`src/rtl/mem_stage_lsu_pkg.sv`:
```
// Shared RV32I memory-stage definitions: funct3 encodings, LSU FSM states,
// and access-size decoding.
package mem_stage_lsu_pkg;

    localparam int XLEN = 32;

    localparam logic [2:0] F3_LB  = 3'b000;
    localparam logic [2:0] F3_LH  = 3'b001;
    localparam logic [2:0] F3_LW  = 3'b010;
    localparam logic [2:0] F3_LBU = 3'b100;
    localparam logic [2:0] F3_LHU = 3'b101;
    localparam logic [2:0] F3_SB  = 3'b000;
    localparam logic [2:0] F3_SH  = 3'b001;
    localparam logic [2:0] F3_SW  = 3'b010;

    typedef enum logic [1:0] {IDLE, WAIT_GNT, WAIT_RV} lsu_state_e;
    typedef enum logic [1:0] {SZ_BYTE, SZ_HALF, SZ_WORD} lsu_size_e;

    // Anything that is not a recognised byte/half encoding is a word access.
    function automatic lsu_size_e f3_size(input logic [2:0] f3, input logic is_store);
        lsu_size_e sz;
        sz = SZ_WORD;
        if (is_store) begin
            case (f3)
                F3_SB:   sz = SZ_BYTE;
                F3_SH:   sz = SZ_HALF;
                F3_SW:   sz = SZ_WORD;
                default: sz = SZ_WORD;
            endcase
        end else begin
            case (f3)
                F3_LB, F3_LBU: sz = SZ_BYTE;
                F3_LH, F3_LHU: sz = SZ_HALF;
                F3_LW:         sz = SZ_WORD;
                default:       sz = SZ_WORD;
            endcase
        end
        return sz;
    endfunction

endpackage

```
`src/rtl/mem_stage_lsu_align.sv`:
```
// Combinational lane logic: store byte-enable/data steering, load byte/half
// extraction with sign/zero extension, and misalignment detection.
module mem_stage_lsu_align
    import mem_stage_lsu_pkg::*;
(
    input  logic [1:0]  addr_lo,
    input  logic [2:0]  funct3,
    input  logic        is_store,
    input  logic [31:0] wdata,
    input  logic [31:0] rdata,
    output logic [3:0]  be,
    output logic [31:0] wdata_lanes,
    output logic [31:0] load_data,
    output logic        misalign
);

    logic [7:0]  rbyte [4];
    logic [7:0]  sel_byte;
    logic [15:0] sel_half;
    logic        zext;
    lsu_size_e   size;

    generate
        for (genvar gi = 0; gi < 4; gi++) begin : g_lane
            assign rbyte[gi] = rdata[8*gi +: 8];
        end
    endgenerate

    always_comb begin
        size        = f3_size(funct3, is_store);
        zext        = !is_store && (funct3 == F3_LBU || funct3 == F3_LHU);
        sel_byte    = rbyte[addr_lo];
        sel_half    = addr_lo[1] ? rdata[31:16] : rdata[15:0];
        be          = 4'b1111;
        wdata_lanes = wdata;
        load_data   = rdata;
        misalign    = |addr_lo;
        case (size)
            SZ_BYTE: begin
                be          = 4'b0001 << addr_lo;
                wdata_lanes = {4{wdata[7:0]}};
                load_data   = {{24{!zext & sel_byte[7]}}, sel_byte};
                misalign    = 1'b0;
            end
            SZ_HALF: begin
                be          = 4'b0011 << addr_lo;
                wdata_lanes = {2{wdata[15:0]}};
                load_data   = {{16{!zext & sel_half[15]}}, sel_half};
                misalign    = addr_lo[0];
            end
            default: ;
        endcase
    end

endmodule

```
`src/rtl/mem_stage_lsu.sv`:
```
// RV32I memory stage: EX/MEM and MEM/WB registers plus a req/gnt/rvalid
// load/store unit that stalls the pipeline while an access is outstanding.
module mem_stage_lsu
    import mem_stage_lsu_pkg::*;
#(
    parameter int WIDTH = XLEN
) (
    input  logic             clk_i,
    input  logic             rst_i,
    input  logic [WIDTH-1:0] alu_data_E,
    input  logic [WIDTH-1:0] write_data_E,
    input  logic [4:0]       rd_E,
    input  logic             reg_write_E,
    input  logic             mem_read_E,
    input  logic             mem_write_E,
    input  logic [2:0]       funct3_E,
    output logic [WIDTH-1:0] alu_data_M,
    output logic [4:0]       rd_M,
    output logic             reg_write_M,
    output logic             stall_M,
    output logic             misalign_M,
    output logic             mem_req_o,
    output logic             mem_we_o,
    output logic [WIDTH-1:0] mem_addr_o,
    output logic [3:0]       mem_be_o,
    output logic [WIDTH-1:0] mem_wdata_o,
    input  logic             mem_gnt_i,
    input  logic             mem_rvalid_i,
    input  logic [WIDTH-1:0] mem_rdata_i,
    output logic [4:0]       rd_W,
    output logic             reg_write_W,
    output logic             mem_to_reg_W,
    output logic [WIDTH-1:0] alu_data_W,
    output logic [WIDTH-1:0] load_data_W
);

    logic [WIDTH-1:0] write_data_M;
    logic             mem_read_M;
    logic             mem_write_M;
    logic [2:0]       funct3_M;
    lsu_state_e       state_reg;

    logic [3:0]       be;
    logic [WIDTH-1:0] wdata_lanes;
    logic [WIDTH-1:0] load_data;
    logic             misalign;
    logic             mem_op_M;
    logic             gnt_ok;
    logic             done;

    mem_stage_lsu_align u_align (
        .addr_lo     (alu_data_M[1:0]),
        .funct3      (funct3_M),
        .is_store    (mem_write_M),
        .wdata       (write_data_M),
        .rdata       (mem_rdata_i),
        .be          (be),
        .wdata_lanes (wdata_lanes),
        .load_data   (load_data),
        .misalign    (misalign)
    );

    // A misaligned access never reaches the bus; it simply retires without write-back.
    assign misalign_M  = (mem_read_M | mem_write_M) & misalign;
    assign mem_op_M    = (mem_read_M | mem_write_M) & !misalign;
    assign mem_req_o   = mem_op_M & (state_reg != WAIT_RV);
    assign gnt_ok      = mem_req_o & mem_gnt_i;
    assign done        = (gnt_ok & mem_write_M) | ((state_reg == WAIT_RV) & mem_rvalid_i);
    assign stall_M     = mem_op_M & !done;
    assign mem_we_o    = mem_op_M & mem_write_M;
    assign mem_addr_o  = {alu_data_M[WIDTH-1:2], 2'b00};
    assign mem_be_o    = mem_op_M ? be : 4'b0000;
    assign mem_wdata_o = (mem_op_M & mem_write_M) ? wdata_lanes : '0;

    always_ff @(posedge clk_i) begin
        if (rst_i) begin
            state_reg <= IDLE;
        end else begin
            case (state_reg)
                IDLE, WAIT_GNT: begin
                    if (mem_op_M) begin
                        if (gnt_ok) state_reg <= mem_write_M ? IDLE : WAIT_RV;
                        else        state_reg <= WAIT_GNT;
                    end
                end
                WAIT_RV: if (mem_rvalid_i) state_reg <= IDLE;
                default: state_reg <= IDLE;
            endcase
        end
    end

    always_ff @(posedge clk_i) begin
        if (rst_i) begin
            alu_data_M   <= '0;
            write_data_M <= '0;
            rd_M         <= '0;
            reg_write_M  <= 1'b0;
            mem_read_M   <= 1'b0;
            mem_write_M  <= 1'b0;
            funct3_M     <= '0;
        end else if (!stall_M) begin
            alu_data_M   <= alu_data_E;
            write_data_M <= write_data_E;
            rd_M         <= rd_E;
            reg_write_M  <= reg_write_E;
            mem_read_M   <= mem_read_E;
            mem_write_M  <= mem_write_E;
            funct3_M     <= funct3_E;
        end
    end

    always_ff @(posedge clk_i) begin
        if (rst_i) begin
            rd_W         <= '0;
            reg_write_W  <= 1'b0;
            mem_to_reg_W <= 1'b0;
            alu_data_W   <= '0;
            load_data_W  <= '0;
        end else if (stall_M) begin
            reg_write_W  <= 1'b0;
            mem_to_reg_W <= 1'b0;
        end else begin
            rd_W         <= rd_M;
            reg_write_W  <= reg_write_M & !misalign_M;
            mem_to_reg_W <= mem_read_M & !misalign_M;
            alu_data_W   <= alu_data_M;
            load_data_W  <= (mem_op_M & mem_read_M) ? load_data : '0;
        end
    end

endmodule

```
`config.mk`:
```
export PLATFORM = sky130hd
export DESIGN_NAME = mem_stage_lsu
export DESIGN_NICKNAME = d
export VERILOG_FILES = /design/src/rtl/mem_stage_lsu_pkg.sv /design/src/rtl/mem_stage_lsu_align.sv /design/src/rtl/mem_stage_lsu.sv
export SDC_FILE = /design/constraint.sdc
export NUM_CORES = 1
export LEC_CHECK = 0
export ABC_AREA = 0
export ABC_CLOCK_PERIOD_IN_PS = 8400
export BUFFER_PORTS_ARGS = -buffer_cell sky130_fd_sc_hd__clkbuf_2
export CAP_MARGIN = 15
export CORE_UTILIZATION = 45
export CTS_CLUSTER_SIZE = 20
export DETAILED_ROUTE_END_ITERATION = 16
export PLACE_DENSITY = 0.8
export SLEW_MARGIN = 20
export SYNTH_ARGS = -nofsm -noshare
export SYNTH_HDL_FRONTEND = slang
export SYNTH_HIERARCHICAL = 1
export SYNTH_SLANG_ARGS = --single-unit
```
`constraint.sdc`:
```
create_clock -name clk_i -period 8.4 [get_ports clk_i]
set_clock_uncertainty 0.15 [all_clocks]
set_input_delay 1.26 -clock clk_i [delete_from_list [all_inputs] [get_ports clk_i]]
set_output_delay 1.26 -clock clk_i [all_outputs]
set_load 0.05 [all_outputs]
```
==> results of run 1 <==
how the worst min path moves through the flow:
| stage | start | depth (start not counted) | endpoint | slack [ns] |
|---|---|---|---|---|
| global route | alu_data_W[31] | 2 | alu_data_W[31] | 0.34 |
| finish | load_data_W[0] | 2 | load_data_W[0] | 0.32 |
| detailed placement | load_data_W[7] | 2 | load_data_W[7] | 0.31 |
| global placement | load_data_W[0] | 2 | load_data_W[0] | 0.31 |
| CTS | load_data_W[0] | 2 | load_data_W[0] | 0.32 |
| floorplan | write_data_M[16] | 2 | write_data_M[16] | 0.30 |
layout make-up:
cell class / instances / share of cell area
well taps: 225 / 0.02879
clock inverters: 15 / 0.01472
inverters: 11 / 0.004479
repair buffers: 296 / 0.1536
flip-flops and latches: 148 / 0.3030
multi-input cells: 607 / 0.4519
clock buffers: 17 / 0.04351
layer usage:
layer,up-vias,wire (um),GRT usage
li1,3269,-,-
met1,3069,8437,0.2615
met2,309,10020,0.3778
met3,48,1653,0.06360
met4,0,593,0.09551
met5,-,0,0
kinds of logic (layout without fill, tap and decap cells):
family,count (synthesis),count (layout),share of synthesized area
multiplexers,178,178,0.2383
buffers and inverters,116,339,0.08508
AO/OA/AOI/OAI,66,66,0.05366
other,1,2,0.0004662
flip-flops,148,148,0.3683
AND/OR/NAND/NOR,361,361,0.2542
synthesized netlist by cell type, drive strengths merged, types with 2 or more instances:
library cell and count:
dfxtp 148, nand2 80, mux2 18, and2 37
and3 8, nor2 10, a22oi 7, clkbuf 40
nor3 2, a21oi 4, buf 65, a221o 8
o21ai 35, nand2b 218, o21bai 2, nor2b 3
inv 11, mux4 8, mux2i 152
worst max-delay path, stage by stage, from the launching register on:
cell and delay, ns:
dfxtp_1 0.51, a21o_1 0.21, buf_4 0.39, a21oi_1 0.13
nor2_1 0.38, nor2b_4 0.23, a311o_2 0.47, inv_4 0.40
clkbuf_2 0.38
power by group through the flow:
| stage | Clock, mW | Sequential, mW | Combinational (mW) |
|---|---|---|---|
| after detailed placement | 0 | 0.873 | 0.975 |
| after CTS | 0.752 | 0.858 | 0.979 |
| after floorplan | 0 | 1.06 | 0.620 |
| after global routing | 0.782 | 0.869 | 1.04 |
| final | 0.735 | 0.858 | 0.975 |
| after global placement | 0 | 0.870 | 0.968 |
through the flow:
stage / utilization / hold slack (ns) / instance area (um^2) / total power [mW] / instances
after floorplan: - / 0.3022 / 8048 / 1.679 / 871
after detailed placement: 0.5301 / 0.3113 / 9200 / 1.848 / 1287
after global routing: 0.5633 / 0.3397 / 9777 / 2.686 / 1319
final: 0.5633 / 0.3214 / 9777 / 2.569 / 1319
after CTS: 0.5629 / 0.3227 / 9769 / 2.589 / 1319
after global placement: 0.5301 / 0.3093 / 9200 / 1.838 / 1287
==> run summary, run 1 <==
CP endpoint kind: primary output
RSZ-0062 raised after global routing: false
CP Class: reg2out
Worst R2R Setup Slack: 4.33 ns
RePlAce Congestion: 0.8807
leakage: 4.650 nW
row count: 48
Via Count: 6695
Int Pwr: 1.509 mW
antenna violations before repair: 0
post-synth top area share: 0.3683
drt pass-1 iters: 5
Final Max Tran Viols: 0
Synth cell types: 42
status: completed
clk_lat worst skew: 0.42 ns
asr flop ratio synth: 0
Clk pwr share: 0.286
worst IR drop on VDD: 0.1379 mV
reg2reg end: alu_data_W[16]
synthesized area: 8044 um^2
IO buf count: 289
share of layout cells above drive strength 1: 0.3327
Multi-input gate area: 4418 um^2
# diodes: 0
Post-route DRC: 0
most common cell after layout, fill and taps aside: clkbuf_2
top_reg_cell synth: dfxtp_1
hpwl dp: 14.77 mm
final setup vio count: 0
R2R cell count: 9
startpoint types: register
Overflow after GRT: 0
post-synthesis sequential element count: 148
initial core utilization: 0.4635
arrival time worst endpoint: 3.51 ns
hold buffer count at cts: 0
ANT nets after route: 0
sequential fraction of the synthesis area: 0.3683
Die Wd: 135.7 um
Die ar.: 18410 um^2
top cells by area, synth: dfxtp_1 37%, mux2i_1 19%, nand2b_1 17%
Switch Pwr: 1.060 mW
crit share post-route: 0.5855
TritonCTS clock tree: built
Post-CTS Setup Repair Bufs: 0
pre-CTS setup slack: 3.948 ns
Max FO, Critical Path: 44
first-pass GRT wire length: 31.84 mm
Max Cap Viol: 0
R2R Path Start: mem_write_M
Layout fillers: 1584
Slew @ Worst Pin: 1.127 ns
Syn Area/Cell: 9.246 um^2
Clock Path Buffers: 2
# nets final: 1192
TNS Setup: 0 ns
EDFF count, synth: 0
Area Growth Syn to Fin: 21.54%
post-CTS resize count: 0
Cells after Synth: 870
Pwr Density: 262.7 nW/um^2
end point of the critical path: stall_M
sequential power share: 0.334
CTS H-Tree Depth: 4
HP Class: reg2reg
crit path time final: 4.918 ns
Root Driver: clkbuf_16
drt first-iter violations: 396
worst setup margin: 3.482 ns
Core Region: 17360 um^2
FF+latch area: 2963 um^2
Worst Setup SP: mem_write_M
Sw Share: 0.4125
vias in the first global route: 6173
final hold viol count: 0
WL per Instance: 15.70 um
CP Data Required Time: 6.99 ns
relative slew slack: 0.2484
Num CTS Buffers: 17
routed wire length: 20.70 mm
Top-Level Pins: 292
Die H: 135.7 um
Clk pin slew, worst setup/hold paths: 0.06 ns
largest net degree at the start of global routing: 128
commonest cells after routing, fill and taps aside: 288 x clkbuf_2, 218 x nand2b_1, 151 x mux2i_1
Overall Global Routing Usage: 0.2231
vias per cell: 5.076
Logic pwr share: 0.380
Clock Sinks: 148
Synth area leader: dfxtp_1
fmax: 203.3 MHz
synth warn: 6
Power figures use the tool's default switching activity.
==> run 2: changes to the inputs <==
ABC_CLOCK_PERIOD_IN_PS = 4400   (was 8400)
PLACE_DENSITY = 0.83   (was 0.8)
clock period = 4.4 ns   (was 8.4 ns; I/O delays follow)
==> run summary, run 2 (synthesis gave the netlist of run 1 again) <==
status: completed (unchanged)
Multi-input gate area: 4410 um^2 (was 4418 um^2)
Die H: 135.7 um (unchanged)
Clk pin slew, worst setup/hold paths: 0.06 ns (about the same)
Num CTS Buffers: 17 (unchanged)
Switch Pwr: 2.029 mW (was 1.060 mW)
WL per Instance: 15.57 um (was 15.70 um)
largest net degree at the start of global routing: 108 (was 128)
Overall Global Routing Usage: 0.2208 (was 0.2231)
WHS Endpoint: load_data_W[29] (was load_data_W[0])
Final Max Tran Viols: 0 (unchanged)
final hold viol count: 0 (unchanged)
Die ar.: 18410 um^2 (unchanged)
startpoint types: register (unchanged)
Slew @ Worst Pin: 1.103 ns (was 1.127 ns)
hold buffer count at cts: 0 (unchanged)
RePlAce Congestion: 0.8690 (was 0.8807)
row count: 48 (unchanged)
# nets final: 1194 (was 1192)
Max FO, Critical Path: 34 (was 44)
routed wire length: 20.57 mm (was 20.70 mm)
commonest cells after routing, fill and taps aside: 288 x clkbuf_2, 218 x nand2b_1, 151 x mux2i_1 (unchanged)
Area Growth Syn to Fin: 21.68% (was 21.54%)
FF+latch area: 2963 um^2 (unchanged)
fmax: 257.3 MHz
R2R cell count: 7 (was 9)
hpwl dp: 14.66 mm (was 14.77 mm)
HP Class: reg2reg (unchanged)
Worst R2R Setup Slack: 0.90 ns (was 4.33 ns)
worst IR drop on VDD: 0.2671 mV (was 0.1379 mV)
Int Pwr: 2.831 mW (was 1.509 mW)
reg2reg end: alu_data_M[1] (was alu_data_W[16])
sequential power share: 0.337 (was 0.334)
CP Class: reg2out (unchanged)
pre-CTS setup slack: 0.9091 ns (was 3.948 ns)
Via Count: 6643 (was 6695)
Layout fillers: 1530 (was 1584)
ANT nets after route: 0 (unchanged)
TNS Setup: 0 ns (unchanged)
Pwr Density: 496.6 nW/um^2 (was 262.7 nW/um^2)
CP Data Required Time: 3.59 ns (was 6.99 ns)
initial core utilization: 0.4635 (unchanged)
post-CTS resize count: 0 (unchanged)
vias per cell: 5.029 (was 5.076)
crit path time final: 3.886 ns
CTS H-Tree Depth: 4 (unchanged)
crit share post-route: 0.8832
Overflow after GRT: 0 (unchanged)
most common cell after layout, fill and taps aside: clkbuf_2 (unchanged)
Root Driver: clkbuf_16 (unchanged)
leakage: 4.649 nW (was 4.650 nW)
clk_lat worst skew: 0.42 ns (about the same)
R2R Path Start: mem_write_M (unchanged)
Sw Share: 0.4175 (was 0.4125)
CP endpoint kind: primary output (unchanged)
# diodes: 0 (unchanged)
worst hold start: load_data_W[29] (was load_data_W[0])
relative slew slack: 0.2648 (was 0.2484)
Post-route DRC: 0 (unchanged)
share of layout cells above drive strength 1: 0.3339 (was 0.3327)
hold path cells: 2 (unchanged)
Max Cap Viol: 0 (unchanged)
Clock Sinks: 148 (unchanged)
worst setup margin: 0.5139 ns (was 3.482 ns)
first-pass GRT wire length: 31.70 mm (was 31.84 mm)
Post-CTS Setup Repair Bufs: 0 (unchanged)
arrival time worst endpoint: 3.08 ns (was 3.51 ns)
Clock Path Buffers: 2 (unchanged)
Logic pwr share: 0.385 (was 0.380)
Die Wd: 135.7 um (unchanged)
RSZ-0062 raised after global routing: false (unchanged)
Core Region: 17360 um^2 (unchanged)
antenna violations before repair: 0 (unchanged)
Clk pwr share: 0.278 (was 0.286)
final setup vio count: 0 (unchanged)
drt first-iter violations: 263 (was 396)
TritonCTS clock tree: built (unchanged)
drt pass-1 iters: 7 (was 5)
vias in the first global route: 6347 (was 6173)
Top-Level Pins: 292 (unchanged)
IO buf count: 289 (unchanged)
## run 2: cell count changes in the layout (fill, tap and decap cells not counted), sizes merged
cell and delta:
buf +2, clkinvlp +2, bufinv -1, clkinv -1
## run 2: cell type report
cell class,instances,share of cell area
Clock buffer,17,0.04346
Clock inverter,15,0.01253
Inverter,11,0.004474
Multi-Input combinational cell,607,0.4506
Sequential cell,148,0.3027
Tap cell,225,0.02876
Timing Repair Buffer,298,0.1575
## run 2: critical path, cell delays in order (launching register included)
cell and delay (ns):
dfxtp_1 0.47, a21o_1 0.63, a21oi_1 0.15, nor2_1 0.36
nor2b_4 0.22, a311o_2 0.47, inv_4 0.07, clkbuf_2 0.28
## run 2: worst max path at each step
stage,from,to,slack (ns),cells past startpoint
after global placement,mem_write_M,stall_M,1.0,7
after global routing,mem_write_M,stall_M,0.32,7
after detailed placement,mem_write_M,alu_data_M[22],0.91,7
after CTS,mem_write_M,stall_M,0.48,7
final,mem_write_M,stall_M,0.51,7
after floorplan,mem_write_M,mem_wdata_o[22],1.09,8
## run 2: per-layer routing
layer  up-vias  GRT usage  wire length (um)
met1      3068     0.2544              8508
met5         -          0                 0
met2       266     0.3733              9961
met3        40    0.06248              1525
met4         0     0.1080               571
li1       3269          -                 -
## run 2: power by group through the flow
stage                     Sequential [mW]  Combinational (mW)  Clock, mW
final                                1.64                1.87       1.35
after global routing                 1.66                1.99       1.45
after CTS                            1.64                1.88       1.38
after detailed placement             1.67                1.87          0
after global placement               1.66                1.86          0
after floorplan                      2.02                1.18          0
## run 2: per-stage QoR
| step | power, mW | cell area, um^2 | std cells | hold slack [ns] | util |
|---|---|---|---|---|---|
| 6_report | 4.861 | 9788 | 1321 | 0.3209 | 0.5639 |
| 4_1_cts | 4.899 | 9788 | 1321 | 0.3026 | 0.5639 |
| 2_1_floorplan | 3.205 | 8048 | 871 | 0.3022 | - |
| 3_5_place_dp | 3.539 | 9240 | 1289 | 0.3132 | 0.5324 |
| 5_1_grt | 5.089 | 9788 | 1321 | 0.3219 | 0.5639 |
| 3_3_place_gp | 3.516 | 9240 | 1289 | 0.3072 | 0.5324 |
==> run 3: changes to the inputs <==
REMOVE_ABC_BUFFERS = 1   (was unset)
==> run summary, run 3 (synthesis gave the netlist of run 1 again) <==
initial core utilization: 0.4635 (unchanged)
worst setup margin: 0.8673 ns (was 0.5139 ns)
leakage: 4.676 nW (was 4.649 nW)
clk_lat worst skew: 0.42 ns (about the same)
CP endpoint kind: primary output (unchanged)
routed wire length: 20.00 mm (was 20.57 mm)
CTS H-Tree Depth: 4 (unchanged)
WL per Instance: 15.11 um (was 15.57 um)
Clock Sinks: 148 (unchanged)
vias per cell: 5.026 (was 5.029)
CP Class: reg2out (unchanged)
Die Wd: 135.7 um (unchanged)
# diodes: 0 (unchanged)
arrival time worst endpoint: 2.72 ns (was 3.08 ns)
hold buffer count at cts: 0 (unchanged)
Max Cap Viol: 0 (unchanged)
crit path time final: 3.533 ns (was 3.886 ns)
Area Growth Syn to Fin: 22.35% (was 21.68%)
# nets final: 1198 (was 1194)
RePlAce Congestion: 0.8213 (was 0.8690)
Via Count: 6655 (was 6643)
Final Max Tran Viols: 0 (unchanged)
vias in the first global route: 6203 (was 6347)
post-route insts no fill: 1324 (was 1321)
antenna violations before repair: 0 (unchanged)
hold path cells: 3 (was 2)
fmax: 283.1 MHz (was 257.3 MHz)
Final Total Pwr: 4.903 mW (was 4.861 mW)
Die ar.: 18410 um^2 (unchanged)
final hold viol count: 0 (unchanged)
row count: 48 (unchanged)
hpwl dp: 13.96 mm (was 14.66 mm)
Root Driver: clkbuf_16 (unchanged)
HP Class: in2reg (was reg2reg)
DP Cell Count: 1293 (was 1289)
most common cell after layout, fill and taps aside: clkbuf_2 (unchanged)
Final Core Density: 0.5670 (was 0.5639)
worst IR drop on VDD: 0.3031 mV (was 0.2671 mV)
commonest cells after routing, fill and taps aside: 288 x clkbuf_2, 218 x nand2b_1, 151 x mux2i_1 (unchanged)
sequential power share: 0.332 (was 0.337)
drt first-iter violations: 321 (was 263)
Slew @ Worst Pin: 0.7580 ns (was 1.103 ns)
crit share post-route: 0.8029 (was 0.8832)
Int Pwr: 2.897 mW (was 2.831 mW)
Die H: 135.7 um (unchanged)
TritonCTS clock tree: built (unchanged)
ANT nets after route: 0 (unchanged)
Post-CTS Setup Repair Bufs: 0 (unchanged)
final setup vio count: 0 (unchanged)
largest net degree at the start of global routing: 108 (unchanged)
Pwr Density: 498.2 nW/um^2 (was 496.6 nW/um^2)
Sw Share: 0.4093 (was 0.4175)
Max FO, Critical Path: 24 (was 34)
Logic pwr share: 0.382 (was 0.385)
first-pass GRT wire length: 30.85 mm (was 31.70 mm)
share of layout cells above drive strength 1: 0.3358 (was 0.3339)
R2R cell count: 9 (was 7)
RSZ-0062 raised after global routing: false (unchanged)
post-CTS resize count: 0 (unchanged)
Core Region: 17360 um^2 (unchanged)
Clk pwr share: 0.286 (was 0.278)
relative slew slack: 0.4946 (was 0.2648)
status: completed (unchanged)
drt pass-1 iters: 4 (was 7)
Clk pin slew, worst setup/hold paths: 0.07 ns (was 0.06 ns)
Post-route DRC: 0 (unchanged)
startpoint types: register (unchanged)
IO buf count: 289 (unchanged)
pre-CTS setup slack: 0.9811 ns (was 0.9091 ns)
CP Data Required Time: 3.59 ns (about the same)
Clock Path Buffers: 2 (unchanged)
Overflow after GRT: 0 (unchanged)
Overall Global Routing Usage: 0.2144 (was 0.2208)
Num CTS Buffers: 17 (unchanged)
Switch Pwr: 2.007 mW (was 2.029 mW)
Top-Level Pins: 292 (unchanged)
==> run 3: changes by cell type in the layout (fill, tap and decap cells not counted) <==
cell,before,now
inv_8,2,0
a21oi_2,2,1
buf_4,8,12
clkinv_2,2,1
bufinv_16,0,1
clkbuf_8,0,1
a21oi_4,0,1
==> run 3: path summary, 6_finish.rpt <==
| path | startpoint | endpoint | slack (ns) |
|---|---|---|---|
| setup / recovery | mem_write_M | stall_M | 0.87 |
| hold / removal | alu_data_E[30] | alu_data_M[30] | 0.32 |
| setup reg to reg | mem_write_M | alu_data_M[12] | 0.95 |
| hold reg to reg | load_data_W[16] | load_data_W[16] | 0.32 |
==> run 3: power by group through the flow <==
stage	Sequential (mW)	Clock (mW)	Combinational (mW)
after detailed placement	1.65	0	1.87
after floorplan	2.18	0	0.911
after global routing	1.65	1.50	1.98
final	1.63	1.40	1.87
after CTS	1.63	1.44	1.88
after global placement	1.65	0	1.86
==> run 3: cell type report <==
class / instances / area [um^2]
Clock buffer: 18 / 439.2
Multi-Input combinational cell: 607 / 4418
Clock inverter: 13 / 125.1
Inverter: 11 / 43.79
Sequential cell: 148 / 2963
Fill cell: 1509 / 7515
Tap cell: 225 / 281.5
Timing Repair Buffer: 302 / 1572
==> run 3: critical path, cell delays in order, from the launching register on <==
cell	delay (ns)
dfxtp_1	0.52
a21o_1	0.19
buf_4	0.25
a21oi_1	0.10
nor2_1	0.37
nor2b_4	0.07
a311o_2	0.43
inv_4	0.09
clkbuf_2	0.27
==> run 3: routing by layer <==
metal / part of all wire / up-vias / GRT usage
met5: 0 / - / 0
li1: - / 3275 / -
met4: 0.028 / 0 / 0.09925
met3: 0.064 / 35 / 0.05686
met1: 0.44 / 3116 / 0.2644
met2: 0.47 / 229 / 0.3469
==> run 3: through the flow <==
step,hold slack (ns),TNS [ns],area (um^2)
floorplan,0.3011,-300.03,7405
CTS,0.3039,0,9834
finish,0.3202,0,9842
detailed placement,0.3096,0,9270
global placement,0.3071,0,9270
global route,0.3110,0,9842
